$ cat src/rtl/stopwatch_timer.sv
// rtl/stopwatch_timer.sv - BCD MM:SS stopwatch / countdown timer driven by a sampled 1 Hz tick
// Counts up or down once per tick_clk rising edge, with run/pause/clear/load control.
module stopwatch_timer #(
  parameter int MAX_MIN = 99
) (
  input  logic       in_clk,
  input  logic       rst_n,
  input  logic       tick_clk,
  input  logic       mode,
  input  logic       start_stop,
  input  logic       clear,
  input  logic       load,
  input  logic [6:0] preset_min,
  input  logic [5:0] preset_sec,
  output logic [3:0] min_tens,
  output logic [3:0] min_ones,
  output logic [3:0] sec_tens,
  output logic [3:0] sec_ones,
  output logic       running,
  output logic       done
);

  typedef enum logic [1:0] {IDLE, RUN, PAUSE, DONE} state_t;

  localparam logic [6:0] MAX_MIN_B = 7'(MAX_MIN);

  state_t     state_q, state_d;
  logic       mode_q, mode_d;
  logic       s1, s2, s3;
  logic       tick;
  logic [3:0] mt_d, mo_d, st_d, so_d;
  logic [6:0] cur_min;
  logic [7:0] up_min, dn_min, load_min, load_sec;
  logic [6:0] clamp_min;
  logic [5:0] clamp_sec;
  logic       is_zero, is_one;

  function automatic logic [7:0] to_bcd(input logic [6:0] v);
    return {4'(v / 7'd10), 4'(v % 7'd10)};
  endfunction

  assign tick      = s2 & ~s3;
  assign cur_min   = ({3'b000, min_tens} * 7'd10) + {3'b000, min_ones};
  assign up_min    = (cur_min == MAX_MIN_B) ? 8'h00 : to_bcd(cur_min + 7'd1);
  assign dn_min    = to_bcd(cur_min - 7'd1);
  assign clamp_min = (preset_min > MAX_MIN_B) ? MAX_MIN_B : preset_min;
  assign clamp_sec = (preset_sec > 6'd59) ? 6'd59 : preset_sec;
  assign load_min  = to_bcd(clamp_min);
  assign load_sec  = to_bcd({1'b0, clamp_sec});
  assign is_zero   = (min_tens == 4'd0) && (min_ones == 4'd0) &&
                     (sec_tens == 4'd0) && (sec_ones == 4'd0);
  assign is_one    = (min_tens == 4'd0) && (min_ones == 4'd0) &&
                     (sec_tens == 4'd0) && (sec_ones == 4'd1);

  assign running = (state_q == RUN);
  assign done    = (state_q == DONE);

  always_ff @(posedge in_clk) begin
    if (!rst_n) begin
      s1       <= 1'b0;
      s2       <= 1'b0;
      s3       <= 1'b0;
      state_q  <= IDLE;
      mode_q   <= 1'b0;
      min_tens <= 4'd0;
      min_ones <= 4'd0;
      sec_tens <= 4'd0;
      sec_ones <= 4'd0;
    end else begin
      s1       <= tick_clk;
      s2       <= s1;
      s3       <= s2;
      state_q  <= state_d;
      mode_q   <= mode_d;
      min_tens <= mt_d;
      min_ones <= mo_d;
      sec_tens <= st_d;
      sec_ones <= so_d;
    end
  end

  always_comb begin
    state_d = state_q;
    mode_d  = mode_q;
    mt_d    = min_tens;
    mo_d    = min_ones;
    st_d    = sec_tens;
    so_d    = sec_ones;
    if (clear) begin
      {mt_d, mo_d, st_d, so_d} = 16'h0000;
      state_d = IDLE;
    end else if (load) begin
      {mt_d, mo_d} = load_min;
      {st_d, so_d} = load_sec;
      state_d = IDLE;
    end else if (start_stop) begin
      // A same-cycle tick is dropped here by priority, so start and pause never count.
      case (state_q)
        IDLE: begin
          if (!(mode && is_zero)) begin
            mode_d  = mode;
            state_d = RUN;
          end
        end
        RUN:     state_d = PAUSE;
        PAUSE:   state_d = RUN;
        default: state_d = state_q;
      endcase
    end else if (tick && (state_q == RUN)) begin
      if (!mode_q) begin
        if (sec_ones != 4'd9) begin
          so_d = sec_ones + 4'd1;
        end else begin
          so_d = 4'd0;
          if (sec_tens != 4'd5) begin
            st_d = sec_tens + 4'd1;
          end else begin
            st_d = 4'd0;
            {mt_d, mo_d} = up_min;
          end
        end
      end else if (is_zero) begin
        state_d = DONE;
      end else begin
        if (sec_ones != 4'd0) begin
          so_d = sec_ones - 4'd1;
        end else begin
          so_d = 4'd9;
          if (sec_tens != 4'd0) begin
            st_d = sec_tens - 4'd1;
          end else begin
            st_d = 4'd5;
            {mt_d, mo_d} = dn_min;
          end
        end
        if (is_one) state_d = DONE;
      end
    end
  end

endmodule

$ cat config.mk
export PLATFORM = sky130hd
export DESIGN_NAME = stopwatch_timer
export DESIGN_NICKNAME = d
export VERILOG_FILES = /design/src/rtl/stopwatch_timer.sv
export SDC_FILE = /design/constraint.sdc
export NUM_CORES = 1
export LEC_CHECK = 0
export ABC_AREA = 1
export BUFFER_PORTS_ARGS = -buffer_cell sky130_fd_sc_hd__buf_4
export CAP_MARGIN = 5
export CORE_MARGIN = 5
export CORE_UTILIZATION = 30
export CTS_CLUSTER_SIZE = 14
export DETAILED_ROUTE_END_ITERATION = 10
export GPL_ROUTABILITY_DRIVEN = 0
export PLACE_DENSITY = 0.44
export SYNTH_ARGS = -nofsm -noshare
export SYNTH_HDL_FRONTEND = slang
export SYNTH_SLANG_ARGS = --single-unit
$ cat constraint.sdc
create_clock -name in_clk -period 8.5 [get_ports in_clk]
set_input_delay 0.425 -clock in_clk [delete_from_list [all_inputs] [get_ports in_clk]]
set_output_delay 0.425 -clock in_clk [all_outputs]
set_load 0.03 [all_outputs]
# Word level (Yosys, flattened, before mapping)
# Cells that the tools add are included.
[totals] latch_bits=0 register_bits=22 output_inout_bits=18 ram_bits=0 rom_bits=0 wordCells=116 n_memories=0 input_bits=20
[classes] n_shift=0 n_mux=44 bitwise=6 mul=1 eq_ne=15 n_div=8 addsub=7 order_cmp=2 n_reduce_logical=24
[ops] cell="2-to-1 mux 4 bit" count=34
[ops] cell="divider 7 x 4 -> 7 bit, second input constant" count=3
[ops] cell="modulo 7 x 4 -> 7 bit, second input constant" count=3
[ops] cell="inequality test 3 bit, second input constant" count=6
[ops] cell="logical NOT 4 bit" count=4
[ops] cell="AND reduction 5 bit" count=3
[ops] cell="2-to-1 mux 2 bit" count=6
[ops] cell="adder 4 x 1 -> 4 bit, second input constant" count=2
[ops] cell="2-to-1 mux 8 bit" count=1
[ops] cell="nonzero test 4 bit" count=2
[ops] cell="subtractor 4 x 1 -> 4 bit, second input constant" count=2
[ops] cell="adder 7 x 1 -> 7 bit, second input constant" count=1
[ops] cell="adder 7 x 4 -> 7 bit" count=1
[ops] cell="divider 6 x 4 -> 7 bit, second input constant" count=1
[ops] cell="== test 7 bit, second input constant" count=1
[ops] cell="> comparator 7 bit, second input constant" count=1
[ops] cell="modulo 6 x 4 -> 7 bit, second input constant" count=1
[ops] cell="2-to-1 mux 7 bit" count=1
[ops] cell="AND reduction 7 bit" count=1
[ops] cell="subtractor 7 x 1 -> 7 bit, second input constant" count=1
[ops] cell="> comparator 6 bit, second input constant" count=1
[ops] cell="logical AND 1 bit" count=6
[ops] cell="multiplier 4 x 3 -> 6 bit, second input constant" count=1
[ops] cell="2-to-1 mux 6 bit" count=1
[ops] cell="16 further kinds" count=23

# Depth between registers and ports, before layout
# Gate-level depths: netlist of run 1.
[depth] depth_word=11 depth_mapped=33 mapped_depth_nobuf=33

# Worst setup path after synthesis of run 1
# No wires, ideal clock.
[synth_path] path_type="register -> register" start="register min_tens[1]" end="register min_ones[2]" setup_time_ns=0.117 path_buffers=0 synth_period_minus_slack_ns=3.843 path_stages_with_launch=30 setup_slack_ns=4.657 arrival_time_ns=3.726 t_required_ns=8.383 cell_sequence="dfxtp_1 -> ha_1 -> ha_1 -> fa_1 -> nand2_1 -> inv_1 -> nand4_1 -> nand2_1 -> nand2_1 -> nand2_1 -> nand2_1 -> nand3_1 -> nand3_2 -> nand2_2 -> nand2_2 -> a21oi_2 -> nand2_2 -> nand2_2 -> nand2_1 -> nand2_1 -> inv_1 -> ha_1 -> inv_1 -> nand3_2 -> nand3_2 -> nand2_1 -> o211ai_1 -> nand3_1 -> nor2_1 -> nor2_1"
[synth_between] elab_chain_len=11 word_cells_on_any_way=23 classes_between="add/sub: 3; mul: 1; div: 2; eq/ne: 2; mux: 10; reduce/logical: 5"
[synth_rtl] element="start: declaration" line="15" text="output logic [3:0] min_tens,"
[synth_rtl] element="start signal: assignment" line="75" text="min_tens <= mt_d;"
[synth_rtl] element="multiplier 4 x 3 -> 6 bit" line="43" text="assign cur_min = ({3'b000, min_tens} * 7'd10) + {3'b000, min_ones};"
[synth_rtl] element="adder 7 x 4 -> 7 bit" line="43"
[synth_rtl] element="adder 7 x 1 -> 7 bit or subtractor 7 x 1 -> 7 bit (tied branches)" line="44, 45"
[synth_rtl] element="modulo 7 x 4 -> 7 bit" line="39" text="return {4'(v / 7'd10), 4'(v % 7'd10)};"
[synth_rtl] element="2-to-1 mux 8 bit or 2-to-1 mux 4 bit (tied branches)" line="44, 129"
[synth_rtl] element="2-to-1 mux 4 bit (on tied branches)" line="115, 125"
[synth_rtl] element="2-to-1 mux 4 bit (on tied branches)" line="111, 122"
[synth_rtl] element="2-to-1 mux 4 bit" line="110" text="if (!mode_q) begin"
[synth_rtl] element="2-to-1 mux 4 bit" line="109" text="end else if (tick && (state_q == RUN)) begin"
[synth_rtl] element="2-to-1 mux 4 bit" line="96" text="end else if (start_stop) begin"
[synth_rtl] element="2-to-1 mux 4 bit" line="92" text="end else if (load) begin"
[synth_rtl] element="end signal: assignment" line="76" text="min_ones <= mo_d;"
[synth_rtl] element="end: declaration" line="16" text="output logic [3:0] min_ones,"
# Parallel ways exist; a longest one is shown, timed or not. The select of a mux whose other input is x is not followed.
# A chain may end at the register's enable or synchronous reset.

# Final worst setup path of run 1
# Ends and elaborated chain as after synthesis.

==> results of run 1 <==
-- worst register-to-register path, delay by kind of cell (launching register included) --
family                   cells  cell delay, ns
adder cells (fa/ha/maj)      4            1.18
AO/OA/AOI/OAI                2            0.29
flip-flops                   1            0.44
buffers and inverters        3            0.19
AND/OR/NAND/NOR             20            1.97
-- synth_stat cells (3+ instances only) --
| cell type | n | share of area |
|---|---|---|
| nand3_1 | 55 | 0.093 |
| a22oi_1 | 3 | 0.0076 |
| dfxtp_1 | 22 | 0.15 |
| a31oi_1 | 5 | 0.011 |
| nor2_1 | 50 | 0.063 |
| o211ai_1 | 6 | 0.015 |
| nand3b_1 | 3 | 0.0076 |
| xor2_1 | 8 | 0.024 |
| nand4_1 | 11 | 0.023 |
| clkbuf_1 | 5 | 0.0063 |
| a21oi_2 | 4 | 0.012 |
| inv_1 | 89 | 0.11 |
| a21oi_1 | 20 | 0.034 |
| o21ai_1 | 4 | 0.0067 |
| nand3_2 | 10 | 0.034 |
| o21ai_0 | 26 | 0.044 |
| nand2_2 | 12 | 0.025 |
| nand2_1 | 129 | 0.16 |
| nor3_1 | 8 | 0.013 |
| nor4_1 | 4 | 0.0084 |
| ha_1 | 15 | 0.063 |
-- report_power, final --
group / switching, µW / internal, µW / total (µW)
clock: 37.1 / 63.0 / 100
combinational: 148 / 79.1 / 227
sequential: 5.10 / 106 / 112
total: 190 / 249 / 439
-- worst min path at each step --
stage	startpoint	end	slack, ns	cells after the start
floorplan	s1	s2	0.39	2
global placement	s1	s2	0.41	2
detailed placement	s1	s2	0.40	2
CTS	tick_clk	s1	0.32	3
global route	tick_clk	s1	0.34	3
finish	tick_clk	s1	0.33	3
-- area by class of cell --
type | instances | area [µm²]
Fill cell | 1100 | 6260
Multi-Input combinational cell | 397 | 2170
Sequential cell | 22 | 440
Inverter | 90 | 338
Timing Repair Buffer | 38 | 285
Tap cell | 133 | 166
Clock buffer | 3 | 41.3
Clock inverter | 1 | 30.0
-- flip-flops by register name, summed over array words and instances, names as in the netlist --
register / flops
min_ones: 4
min_tens: 4
mode_q: 1
s1: 1
s2: 1
s3: 1
sec_ones: 4
sec_tens: 4
state_q: 2
-- routing by layer --
| metal | up-vias | global-route usage |
|---|---|---|
| li1 | 1771 | - |
| met5 | - | 0 |
| met4 | 0 | 0.0401 |
| met3 | 13 | 0.0123 |
| met2 | 66 | 0.244 |
| met1 | 1451 | 0.193 |
-- cells by family (layout without fill, tap and decap cells) --
logic type,after synthesis,in the layout,synth area share
flops,22,22,0.148
simple gates,289,289,0.452
compound gates,81,81,0.168
buf+inv,96,132,0.121
xor+xnor,10,10,0.0341
fa+ha+maj,17,17,0.0766
-- through the flow --
| stage | power, µW | setup WS (ns) | cells | area, µm² |
|---|---|---|---|---|
| floorplan | 288 | 4.66 | 515 | 2970 |
| global placement | 342 | 4.35 | 680 | 3400 |
| detailed placement | 340 | 4.38 | 680 | 3400 |
| CTS | 444 | 4.35 | 684 | 3470 |
| global route | 480 | 3.90 | 684 | 3470 |
| finish | 439 | 4.35 | 684 | 3470 |
==> run_results.csv, run 1 <==
group,metric,value,unit
logic_synthesis,ys_seq_elements,22,
setup_path,cpPeakStageDelay,0.52,ns
global_routing,grt_pass1_vias,3038,
timing,hold_viol,0,
logic_synthesis,syn_nets,552,
clock_tree,cts_tree,"done",
setup_path,rr_endpoint,"min_ones[2]",
setup_path,rrSetupSlack,4.35,ns
final_layout,drive_above_1_share,0.140,
setup_path,crit_cells,29,
drt,dr.pass1.iters,4,
placement,hpwl,7.07,mm
setup_path,crit_path_start_kind,"flop",
status,status,"finished clean",
timing,fin_crit,4.15,ns
logic_synthesis,yosys_warnings,0,
worst_hold_path,worstHoldPathType,"primary input to flop",
timing,slew_viol_final,0,
die,rows,36,
drt,post_drt_via_cell_ratio,4.83,
clock_tree,cts_sinks,22,
global_routing,grt_use_total,0.143,
logic_synthesis,synth_area_per_cell,5.77,µm²
power_and_ir_drop,p_per_area,126,mW/mm²
timing,hold-worst-slack,0.330,ns
setup_path,crit_buf_inv,3,
logic_synthesis,synth_cell_types,42,
die,initial_core_util,0.306,
setup_path,critPathCaptureType,"flop",
global_routing,grt_pass1_wl,14.2,mm
timing,grt_setup_unrepaired,"false",
global_routing,grt.overflow.total,0,
clock_tree,root_buffer,"clkbuf_8",
drt,drc,0,
clock_tree,clk_latency,0.27,ns
final_layout,areaGrowthSynthToFinish,16.8,%
global_routing,antenna_found_initial,0,
final_layout,layout_commonest_cell,"nand2_1",
setup_path,cp_max_fo,6,
power_and_ir_drop,p_leak,0.00183,µW
setup_path,crit_type,"flop to flop",
timing,fin_skew,0.00318,ns
die,core,0.00973,mm²
final_layout,fin_nets,589,
die,io_pins,38,
drt,top_layer_used,"met4",
drt,vias,3301,
drt,wire_per_inst,12.4,µm
drt,wl_met3,246,µm
drt,ant_nets,0,
setup_path,cp.arrival,4.32,ns
clock_tree,htreeDepth,1,
setup_path,ff2ff_path_depth,29,
final_layout,fin_util,0.357,
setup_path,regToRegStartpoint,"min_tens[1]",
flow_run,maxCapViolCount,0,
logic_synthesis,ys_seq_area_frac,0.148,
logic_synthesis,synth_flop_cell,"dfxtp_1",
power_and_ir_drop,peakVddDrop,0.0493,mV
final_layout,final_cell_mix,"129 x nand2_1, 89 x inv_1, 55 x nand3_1",
drt,drt_wl_total,8.48,mm
setup_path,slowest_stage,"fa_1",
setup_path,required,8.67,ns
timing,max_freq,241,MHz
logic_synthesis,async_flop_share,0,
global_routing,grt_max_degree,26,
timing,timing.final.crit_share,0.489,
setup_path,crit_end,"min_ones[2]",
logic_synthesis,synth_edf_count,0,
timing,setup_viol,0,
final_layout,diodes,0,
logic_synthesis,netlist_instances,515,
timing,tightest_slew,0.898,ns
die,fp.dieW,110,µm
timing,tns,0,ns
die,dieArea,0.0120,mm²
drt,drt_iter0_drc,159,
die,die_height,110,µm
clock_tree,holdBufCountCts,0,
clock_tree,post_cts_resized,0,
logic_synthesis,synth_area,0.00297,mm²
setup_path,cp_top_family,"simple AND/OR/NAND/NOR gates",
clock_tree,clockBufferDepth,2,
setup_path,startpoint,"min_tens[1]",
timing,relSlewSlack,0.399,
clock_tree,cts.reportedPaths.clkPinSlew,0.08,ns
placement,port_buffers,37,
setup_path,path_common_cell,"nand2_1",
drt,met2RoutedLength,3.87,mm
drt,m1WireLength,4.16,mm
clock_tree,post-cts-setup-buffers,0,
clock_tree,cts_buffers,3,
(Power assumes the default switching activity.)
==> run 2: changes to the inputs <==
--- a/config.mk
+++ b/config.mk
@@ -13,7 +13,7 @@
 export CTS_CLUSTER_SIZE = 14
 export DETAILED_ROUTE_END_ITERATION = 10
 export GPL_ROUTABILITY_DRIVEN = 0
-export PLACE_DENSITY = 0.44
+export PLACE_DENSITY = 0.46
 export SYNTH_ARGS = -nofsm -noshare
 export SYNTH_HDL_FRONTEND = slang
 export SYNTH_SLANG_ARGS = --single-unit
==> constraint.sdc (replaced) <==
create_clock -name in_clk -period 3.7 [get_ports in_clk]
set_input_delay 0.185 -clock in_clk [delete_from_list [all_inputs] [get_ports in_clk]]
set_output_delay 0.185 -clock in_clk [all_outputs]
set_load 0.03 [all_outputs]
==> run_results.csv, run 2 (same netlist as run 1, synthesis figures left out) <==
group,metric,value,unit
timing,fin_crit,3.75,ns
setup_path,startpoint,"min_tens[1]",
timing,tns,-0.0676,ns
die,dieArea,0.0120,mm²
drt,drt_wl_total,9.01,mm
global_routing,antenna_found_initial,0,
power_and_ir_drop,power.switching,549,µW
status,status,"finished, violations left",
setup_path,crit_type,"flop to flop",
worst_hold_path,min_from,"tick_clk",
global_routing,grt_pass1_vias,3320,
flow_run,maxCapViolCount,0,
global_routing,grt_use_total,0.152,
timing,slew_viol_final,0,
clock_tree,clk_latency,0.26,ns
power_and_ir_drop,p_clk_frac,0.143,
worst_hold_path,worstHoldPathType,"primary input to flop",
setup_path,cpPeakStageDelay,0.51,ns
clock_tree,clockBufferDepth,2,
drt,drc,0,
drt,dr.pass1.iters,4,
drt,post_drt_via_cell_ratio,4.73,
power_and_ir_drop,peakVddDrop,0.239,mV
power_and_ir_drop,p_int,713,µW
setup_path,crit_buf_inv,3,
clock_tree,cts_buffers,3,
die,core,0.00973,mm²
clock_tree,cts_tree,"done",
power_and_ir_drop,p_seq_frac,0.202,
clock_tree,htreeDepth,1,
die,initial_core_util,0.306,
setup_path,slowest_stage,"fa_1",
final_layout,seqCellArea,444,µm²
clock_tree,root_buffer,"clkbuf_8",
drt,wire_per_inst,12.3,µm
power_and_ir_drop,swShare,0.435,
drt,vias,3466,
placement,port_buffers,37,
timing,tightest_slew,0.856,ns
final_layout,areaGrowthSynthToFinish,41.0,%
setup_path,cp_max_fo,4,
global_routing,grt.overflow.total,0,
setup_path,crit_path_start_kind,"flop",
final_layout,diodes,0,
timing,hold_viol,0,
die,rows,36,
status,violations,"setup timing",
final_layout,layout_commonest_cell,"nand2_1",
clock_tree,cts_sinks,22,
setup_path,cp_top_family,"simple AND/OR/NAND/NOR gates",
final_layout,fill_cells,1056,
power_and_ir_drop,p_leak,0.00212,µW
final_layout,multiInputGateArea,0.00253,mm²
drt,ant_nets,0,
timing,setup_viol,2,
timing,grt_setup_unrepaired,"true",
clock_tree,cts.reportedPaths.clkPinSlew,0.08,ns
setup_path,cp.arrival,3.91,ns
timing,timing.final.crit_share,1.01,
die,fp.dieW,110,µm
final_layout,final_cell_mix,"107 x nand2_1, 84 x inv_1, 83 x buf_4",
power_and_ir_drop,total_power,1260,µW
power_and_ir_drop,power.share.combinational,0.655,
timing,fin_skew,0.00434,ns
setup_path,critPathCaptureType,"flop",
power_and_ir_drop,p_per_area,301,mW/mm²
timing,fin_ws,-0.0468,ns
timing,max_freq,267,MHz
setup_path,required,3.86,ns
die,die_height,110,µm
global_routing,grt_pass1_wl,15.2,mm
final_layout,fin_nets,637,
drt,drt_iter0_drc,172,
setup_path,path_common_cell,"nand2_2",
global_routing,grt_max_degree,26,
setup_path,regToRegStartpoint,"min_tens[1]",
timing,relSlewSlack,0.427,
placement,hpwl,7.15,mm
die,io_pins,38,
final_layout,drive_above_1_share,0.302,
run 2: cell count changes in the layout (fill, tap and decap cells not counted), moves of 8 or more:
cell,delta
buf_4,+45
nand2_1,-22
nand2_2,+13
nand3_1,-9
nand3_4,+9
nand2_4,+8
run 2: per-stage QoR:
stage	utilization	cells	hold slack (ns)	setup slack, ns	cell area, µm²
final	0.431	732	0.112	-0.0468	4190
after global routing	0.431	732	0.128	-0.302	4190
after CTS	0.408	731	0.114	-0.0575	3970
after detailed placement	0.378	716	0.391	-0.201	3670
after global placement	0.378	716	0.373	-0.226	3670
after floorplan	-	515	0.278	0.00569	2980
run 2: layout make-up:
class                   count  area share
inverters                  90      0.0812
repair buffers             86       0.157
flip-flops and latches     22       0.106
clock buffers               4      0.0131
multi-input cells         397       0.603
well taps                 133      0.0397
run 2: per-layer routing:
layer	wire length (µm)	GRT usage	vias up
met5	0	0	-
met4	87	0.0312	0
met3	174	0.00998	8
met2	4430	0.265	45
met1	4320	0.206	1545
li1	-	-	1868
run 2: worst paths after layout:
check | endpoint | slack, ns | cells after the start
setup / recovery | min_ones[2] | -0.05 | 29
hold / removal | s1 | 0.11 | 3
setup reg to reg | min_ones[2] | -0.05 | 29
hold reg to reg | s2 | 0.42 | 2
run 2: what timing repair did:
| item | in CTS | in global routing |
|---|---|---|
| resized for setup | 37 | 48 |
| pin swaps | 32 | 42 |
| setup buffers | 11 | 2 |
| endpoints found under the setup margin | 4 | 5 |
| cloned | 0 | 0 |
| hold buffers | 0 | 0 |
| endpoints found under the hold margin | 0 | 0 |
run 2: worst min-delay path: cells and delay by family:
kind / cells / cell delay (ns)
buf+inv: 2 / 0.12
simple gates: 1 / 0.05
run 2: power by group through the flow:
stage	Clock (µW)	Sequential [µW]	Combinational [µW]
floorplan	0	269	393
global placement	0	260	611
detailed placement	0	260	614
CTS	183	255	721
global route	194	257	915
finish	180	255	827
==> run 3: changes to the inputs <==
--- a/config.mk
+++ b/config.mk
@@ -5,15 +5,17 @@
 export SDC_FILE = /design/constraint.sdc
 export NUM_CORES = 1
 export LEC_CHECK = 0
-export ABC_AREA = 1
+export ABC_AREA = 0
 export BUFFER_PORTS_ARGS = -buffer_cell sky130_fd_sc_hd__buf_4
 export CAP_MARGIN = 5
+export CELL_PAD_IN_SITES_DETAIL_PLACEMENT = 1
+export CELL_PAD_IN_SITES_GLOBAL_PLACEMENT = 1
 export CORE_MARGIN = 5
 export CORE_UTILIZATION = 30
-export CTS_CLUSTER_SIZE = 14
+export CTS_CLUSTER_SIZE = 25
 export DETAILED_ROUTE_END_ITERATION = 10
 export GPL_ROUTABILITY_DRIVEN = 0
-export PLACE_DENSITY = 0.46
+export PLACE_DENSITY = 0.59
 export SYNTH_ARGS = -nofsm -noshare
 export SYNTH_HDL_FRONTEND = slang
 export SYNTH_SLANG_ARGS = --single-unit
==> run_results.csv, run 3 <==
group,metric,value,unit
die,initial_core_util,0.305,
logic_synthesis,syn_nets,566,
final_layout,seqCellArea,452,µm²
setup_path,rr_endpoint,"min_ones[2]",
timing,timing.final.crit_share,1.11,
logic_synthesis,async_flop_share,0,
final_layout,areaGrowthSynthToFinish,49.8,%
setup_path,crit_buf_inv,4,
setup_path,crit_path_cell_trace,"ha_4, ha_4, fa_2, buf_6, inv_4, nor4_4, buf_4, nor2_4, buf_4, a311o_1, a21o_1, o221ai_2, o21a_1, ha_4, nor2_4, a32oi_2, nand2_1, mux2_4, o22ai_2",
worst_hold_path,holdPathStages,2,
die,rows,40,
timing,tns,-1.63,ns
placement,dp.cells,791,
placement,port_buffers,37,
placement,dpl-instance-area,0.00490,mm²
logic_synthesis,synth_compound_area_frac,0.383,
global_routing,grt_pass1_vias,4715,
die,io_pins,38,
worst_hold_path,worstHoldEndpoint,"s1",
clock_tree,root_buffer,"clkbuf_16",
timing,relSlewSlack,0.578,
timing,hold_viol,0,
global_routing,grt_max_degree,37,
drt,dr.pass1.iters,6,
global_routing,grt_use_total,0.199,
timing,fin_crit,4.11,ns
logic_synthesis,yosys-mux-area-fraction,0.0257,
logic_synthesis,ys_top_cells_by_count,"55 x nor2_1, 51 x nand2_1, 39 x a21oi_1",
status,violations,"setup timing",
setup_path,path_common_cell,"ha_4",
die,dieArea,0.0145,mm²
logic_synthesis,yosys_warnings,0,
power_and_ir_drop,peakVddDrop,0.189,mV
drt,post_drt_via_cell_ratio,5.73,
timing,fin_skew,0.00273,ns
worst_hold_path,worstHoldPathType,"primary input to flop",
final_layout,fin_cells,820,
logic_synthesis,synth_fa_ha_area_frac,0.0686,
flow_run,maxCapViolCount,0,
logic_synthesis,yosys.cell_count.top_type,"nor2_1",
setup_path,crit_cells,19,
setup_path,ff2ff_path_depth,19,
clock_tree,cts_tree,"done",
clock_tree,cts_sinks,22,
timing,fin_ws,-0.415,ns
timing,max_freq,243,MHz
setup_path,cp.arrival,4.30,ns
logic_synthesis,synth_area,0.00365,mm²
drt,wire_per_inst,18.5,µm
final_layout,fin_nets,712,
final_layout,fin_util,0.457,
placement,hpwl,11.9,mm
final_layout,drive_above_1_share,0.392,
drt,vias,4699,
logic_synthesis,synth_top_area_frac,0.121,
timing,tightest_slew,0.633,ns
setup_path,cp_max_fo,6,
logic_synthesis,yosys-top-cells-area,"dfxtp_1 12%, nor2_1 5.7%, ha_1 5.5%, a21oi_1 5.4%, nand2_1 5.2%",
timing,grt_setup_unrepaired,"true",
logic_synthesis,synth-simple-area-share,0.284,
logic_synthesis,synth_cell_types,81,
drt,drt_wl_total,15.2,mm
timing,slew_viol_final,0,
drt,drc,0,
setup_path,regToRegStartpoint,"min_tens[3]",
logic_synthesis,ys_seq_area_frac,0.121,
logic_synthesis,netlist_instances,528,
global_routing,grt.overflow.total,0,
clock_tree,clk_latency,0.26,ns
die,die_height,120,µm
final_layout,fill_cells,1502,
setup_path,slowest_stage,"fa_2",
setup_path,required,3.89,ns
setup_path,critPathCaptureType,"flop",
timing,setup_viol,5,
die,core,0.0120,mm²
global_routing,grt_pass1_wl,24.3,mm
logic_synthesis,synth_top_family_by_area,"compound AO/OA/AOI/OAI gates",
final_layout,final_cell_mix,"160 x buf_4, 49 x nor2_1, 45 x nand2_1",
logic_synthesis,synth_xor_area_frac,0.0642,
logic_synthesis,yosys.area.top_type,"dfxtp_1",
final_layout,layout_commonest_cell,"buf_4",
setup_path,crit_path_start_kind,"flop",
setup_path,rrSetupSlack,-0.41,ns
logic_synthesis,synth_area_per_cell,6.91,µm²
clock_tree,cts.reportedPaths.clkPinSlew,0.06,ns
clock_tree,clockBufferDepth,2,
logic_synthesis,synth_edf_count,0,
final_layout,diodes,0,
power_and_ir_drop,p_per_area,290,mW/mm²
status,status,"finished, violations left",
logic_synthesis,ys_seq_elements,22,
drt,ant_nets,0,
final_layout,multiInputGateArea,0.00339,mm²
setup_path,cpPeakStageDelay,0.59,ns
setup_path,crit_type,"flop to flop",
final_layout,design_area,0.00546,mm²
clock_tree,cts_buffers,3,
die,fp.dieW,120,µm
clock_tree,htreeDepth,1,
drt,drt_iter0_drc,231,
setup_path,cp_top_family,"compound AO/OA/AOI/OAI gates",
worst_hold_path,min_from,"tick_clk",
power_and_ir_drop,p_leak,0.00225,µW
global_routing,antenna_found_initial,0,
logic_synthesis,synth_flop_cell,"dfxtp_1",
-- run 3: worst max path at each step --
stage	slack (ns)	from	end
5_1_grt	-0.57	min_tens[3]	min_ones[2]
3_5_place_dp	-0.53	min_tens[3]	min_ones[2]
4_1_cts	-0.28	min_tens[3]	min_ones[2]
6_report	-0.41	min_tens[3]	min_ones[2]
2_1_floorplan	-0.34	min_tens[3]	min_ones[2]
3_3_place_gp	-0.45	min_tens[0]	min_ones[2]
-- run 3: logic make-up after synthesis --
logic type | count (synthesis)
AOI/OAI and AO/OA | 198
xor gates and xnor gates | 25
adders and majority gates | 19
buffers and inverters | 45
DFF | 22
muxes | 9
and+or+nand+nor | 210
-- run 3: per-layer routing --
layer	global-route usage	vias to the layer above	wire, µm
li1	-	2291	-
met1	0.295	2302	7680
met2	0.325	96	6910
met3	0.0220	10	538
met4	0.0142	0	82
met5	0	-	0
-- run 3: stage by stage --
stage                     hold WS [ns]  setup slack, ns  power (µW)
final                            0.146           -0.415        1590
after detailed placement         0.410           -0.532        1220
after global routing             0.154           -0.573        1690
after floorplan                  0.299           -0.342         840
after CTS                        0.148           -0.276        1530
after global placement           0.407           -0.446        1190
-- run 3: what timing repair did --
item                                    4_1_cts  5_1_grt
endpoints found under the setup margin        5        7
pin swaps                                    17       22
resized for setup                            42       27
setup buffers                                10       15
hold buffers                                  0        0
-- run 3: where the power goes --
part           internal (µW)  switching [µW]
clock network            165            92.9
logic                    509             550
registers                248            21.2
total                    922             664
-- run 3: layout make-up --
| type | count | area share |
|---|---|---|
| clock buffer | 4 | 0.0163 |
| inverter | 21 | 0.0149 |
| multi-input combinational | 461 | 0.621 |
| sequential | 22 | 0.0827 |
| tap | 147 | 0.0337 |
| timing repair buffer | 165 | 0.232 |
